File: src/rtl/red_iterativa_izq_der.sv
// MSB-first iterative magnitude check: a chain of N identical cells feeds one
// output flop, with Zout = 1 when A <= B and Zout = 0 when A > B.

module red_iterativa_izq_der_cell (
  input  logic [1:0] st_in,
  input  logic       a,
  input  logic       b,
  output logic [1:0] st_out
);
  // State is {g, l}: EQ = 00, LT = 01, GT = 10. 11 is unreachable and is treated as GT.
  localparam logic [1:0] ST_EQ = 2'b00;
  localparam logic [1:0] ST_LT = 2'b01;
  localparam logic [1:0] ST_GT = 2'b10;

  always_comb begin
    st_out = ST_GT;
    case (st_in)
      ST_EQ: begin
        if (a && !b)      st_out = ST_GT;
        else if (!a && b) st_out = ST_LT;
        else              st_out = ST_EQ;
      end
      ST_LT:   st_out = ST_LT;
      default: st_out = ST_GT;
    endcase
  end
endmodule

module red_iterativa_izq_der #(
  parameter int N = 4
) (
  input  logic         clk,
  input  logic         rst,
  input  logic [N-1:0] A,
  input  logic [N-1:0] B,
  output logic         Zout
);
  logic [1:0] st [N:0];
  logic       zout_next;

  // The MSB cell is seeded with EQ; st[i] is the state leaving cell i.
  assign st[N] = 2'b00;

  for (genvar i = N - 1; i >= 0; i--) begin : g_cell
    red_iterativa_izq_der_cell u_cell (
      .st_in  (st[i+1]),
      .a      (A[i]),
      .b      (B[i]),
      .st_out (st[i])
    );
  end

  // Equivalent to NOT g of the last state: EQ and LT mean A <= B.
  assign zout_next = (st[0] == 2'b00) || (st[0] == 2'b01);

  always_ff @(posedge clk or posedge rst) begin
    if (rst) Zout <= 1'b1;
    else     Zout <= zout_next;
  end
endmodule

File: config.mk
export PLATFORM = sky130hd
export DESIGN_NAME = red_iterativa_izq_der
export DESIGN_NICKNAME = d
export VERILOG_FILES = /design/src/rtl/red_iterativa_izq_der.sv
export SDC_FILE = /design/constraint.sdc
export NUM_CORES = 1
export LEC_CHECK = 0
export ABC_AREA = 1
export CAP_MARGIN = 10
export CORE_AREA = 5 5 42 44
export CTS_CLUSTER_DIAMETER = 200
export CTS_CLUSTER_SIZE = 28
export DETAILED_ROUTE_END_ITERATION = 12
export DIE_AREA = 0 0 47 49
export DONT_BUFFER_PORTS = 1
export HOLD_SLACK_MARGIN = 0.05
export PLACE_DENSITY_LB_ADDON = 0.2
export SYNTH_ARGS = -nofsm -noshare
export SYNTH_HDL_FRONTEND = slang
export SYNTH_HIERARCHICAL = 1
export SYNTH_SLANG_ARGS = --single-unit
File: constraint.sdc
create_clock -name clk -period 0.9 [get_ports clk]
set_input_delay 0.18 -clock clk [delete_from_list [all_inputs] [get_ports clk]]
set_output_delay 0.18 -clock clk [all_outputs]
set_load 0.03 [all_outputs]
Word level (Yosys, flattened, before mapping) --
Cells that the tools add are included.
Word-level totals: output and inout bits 1, register bits after elaboration 1
Operators by class: reductions and logical operators 21, mux-type cells 11, equality and inequality tests 4
Operators with widths (count):
- $pmux 2 s2 | 3
- $eq 2x1->1 const B | 4
- $logic_and 1x1->1 | 8
- $logic_not 1->1 | 8
- $logic_not 2->1 | 4
- $mux 2 | 4
- $mux 1 | 4
- $logic_or 1x1->1 | 1

Longest topological paths before layout --
Gate-level depths: netlist of run 1.
depth after elaboration 12, mapped depth 16, depth with buffers taken out 16

Cells and area by module --
Netlist of run 1, hierarchy kept.
By module, submodules not included:
- red_iterativa_izq_der_cell | seq. area each 0.0 um^2, cells each 8, instances 4, area an instance 41.3 um^2
- red_iterativa_izq_der | seq. area each 26.3 um^2, cells each 4, instances 1, area an instance 37.5 um^2

Least setup slack after synthesis of run 1 --
Ideal clock, no wire load.
path type input to register, from in A[3], to reg Zout, cell stages on the path 15, path slack -0.187 ns, arrival time 1.029 ns, library setup time 0.058 ns, cells stage by stage nand2_2 -> nand2_2 -> nor2_2 -> inv_2 -> nand2_2 -> nand2_2 -> nor2_2 -> inv_2 -> nand2_2 -> nand2_2 -> nor2_2 -> inv_2 -> nand3b_1 -> nand2_1 -> inv_1
RTL lines:
- from (decl) | RTL line 34 | input logic [N-1:0] A,
- to (signal assigned) | RTL line 58 | else Zout <= zout_next;
- to (decl) | RTL line 36 | output logic Zout

==> results of run 1 <==
==> area by class of cell <==
cell class / instances / area share
tap: 16 / 0.0838
inverter: 10 / 0.157
sequential: 1 / 0.110
multi-input combinational: 23 / 0.649
==> layout by cell type (no fill, tap or decap) <==
cell type	n
inv_2	8
nand3b_1	4
nand2_1	4
nand2_2	4
conb_1	3
inv_1	2
nor2_1	2
nor2_2	2
nor2_4	2
dfstp_2	1
nand2_8	1
nand2_4	1
==> power by group through the flow <==
stage | clock network (uW) | registers (uW) | logic, uW
global route | 0 | 61.7 | 94.6
global placement | 0 | 61.3 | 66.9
finish | 0 | 61.3 | 81.9
CTS | 0 | 61.5 | 83.4
detailed placement | 0 | 61.5 | 67.8
floorplan | 0 | 60.9 | 61.2
==> stage by stage <==
step	util	power, uW
final	0.171	143
after global routing	0.171	156
after CTS	0.171	145
after detailed placement	0.148	129
after global placement	0.148	128
after floorplan	-	122
==> routing by layer <==
metal	track usage	up-vias	part of all wire
met2	0.0611	7	0.53
met3	0.0111	0	0.19
li1	-	90	-
met4	0	0	0
met5	0	-	0
met1	0.0327	66	0.27
==> path summary, 6_finish.rpt <==
check	to	slack [ps]
setup / recovery	Zout	-180
hold / removal	Zout	70
max in group asynchronous	Zout	810
min in group clk	Zout	350
==> results_dict.tcl, run 1 <==
set metrics [dict create \
    status "finished with violations" \
    failed_checks "setup timing" \
    max_cap_violations 0 \
    setup_viol 1 \
    ir_drop_mv 0.131 \
    p_comb_frac 0.572 \
    postCtsSetupRepairBufs 0 \
    cp_num_buf_inv 4 \
    crit_chain "nand2_8, nand2_4, nor2_4, inv_2, nand2_2, nand2_2, nor2_4, inv_2, nand2_2, nand2_2, nor2_2, inv_2, nand3b_1, nand2_1, inv_1" \
    finalNonFillerCells 50 \
    synthCells 32 \
    dieWidth_um 47 \
    critPathKind "primary input to register" \
    fmax_mhz 924 \
    drive_gt1_frac 0.559 \
    wl_per_cell_um 6.84 \
    row_count 14 \
    multi_input_area_um2 155 \
    post-route-drc-count 0 \
    design.core.area_um2 1400 \
    placed_cells 50 \
    endpoint_kind "register" \
    power.density_nw_per_um2 599 \
    critPathRequiredTime_ps 840 \
    hold_violations 0 \
    power.switching_uw 56.5 \
    fin_area_um2 239 \
    swShare 0.394 \
    regMostFlops "Zout" \
    holdWs_ps 71.7 \
    ctsResizeCount 6 \
    grt_pass1_vias 149 \
    min_path_type "primary input to asynchronous set/reset pin" \
    finalCriticalPeriod_ps 1080 \
    place_congestion 0.643 \
    dpl-instance-area_um2 208 \
    tns_ps -182 \
    largest_reg_flops 1 \
    synth_warnings 6 \
    crit_fanout 2 \
    cpMostUsedCell "nand2_2" \
    holdBufCountCts 0 \
    crit_slowest_cell "nor2_4" \
    syn-cell-area_um2 180 \
    setup_slack_ps -182 \
    largestRegisters "Zout x1" \
    grt_usage 0.0316 \
    first_pass_iters 2 \
    crit_family "simple AND/OR/NAND/NOR gates" \
    antenna_cells 0 \
    path_clk_slew_ps 0 \
    internal-power_uw 86.7 \
    pin_count 11 \
    pwr-share-clk 0 \
    routed_wl_um 342 \
    overflow 0 \
    grt_max_degree 3 \
    start_kind "primary input" \
    leakage_uw 0.000111 \
    crit_start "A[3]" \
    drt_iter0_markers 1 \
    seqPwrFrac 0.428 \
    drv_slew 0 \
    via_per_inst 3.26 \
    place_hpwl_um 332 \
    slowest_delay_ps 90 \
    rsz0062_at_grt "true" \
    drtAntennaViolNets 0 \
    pre_cts_ws_ps -254 \
    syn_avg_cell_area_um2 5.63 \
    io_buffers 0 \
    areaGrowthSynthToFinish_pct 32.6 \
    seqCellArea_um2 26.3 \
    dieArea_um2 2300 \
    nets 46 \
    crit_cells 15 \
    grt_pass1_wl_um 600 \
    vias 163 \
    antenna_found_initial 0 \
    die_y_um 49 \
    start_util 0.129 \
    arrival_ps 1020 \
    post-route-period-util 1.20 \
    fillCellCount 172 \
]
(Power assumes the default switching activity.)
==> run 2: changes to the inputs <==
MAX_ROUTING_LAYER = met4   (was not set)
SLEW_MARGIN = 20   (was not set)
==> results of run 2 <==
No change in the layout: final DEF, timing and power equal those of run 1.
Main changes from that run: final weighted congestion in routability-driven placement 0.643 -> 0.649; overall routing resource usage 0.0316 -> 0.0324
==> run 3: changes to the inputs <==
CTS_BUF_LIST = sky130_fd_sc_hd__clkbuf_16   (was not set)
==> results of run 3 <==
No change in the layout: final DEF, timing and power equal those of run 1.
Main changes from that run: final weighted congestion in routability-driven placement 0.643 -> 0.649; overall routing resource usage 0.0316 -> 0.0324
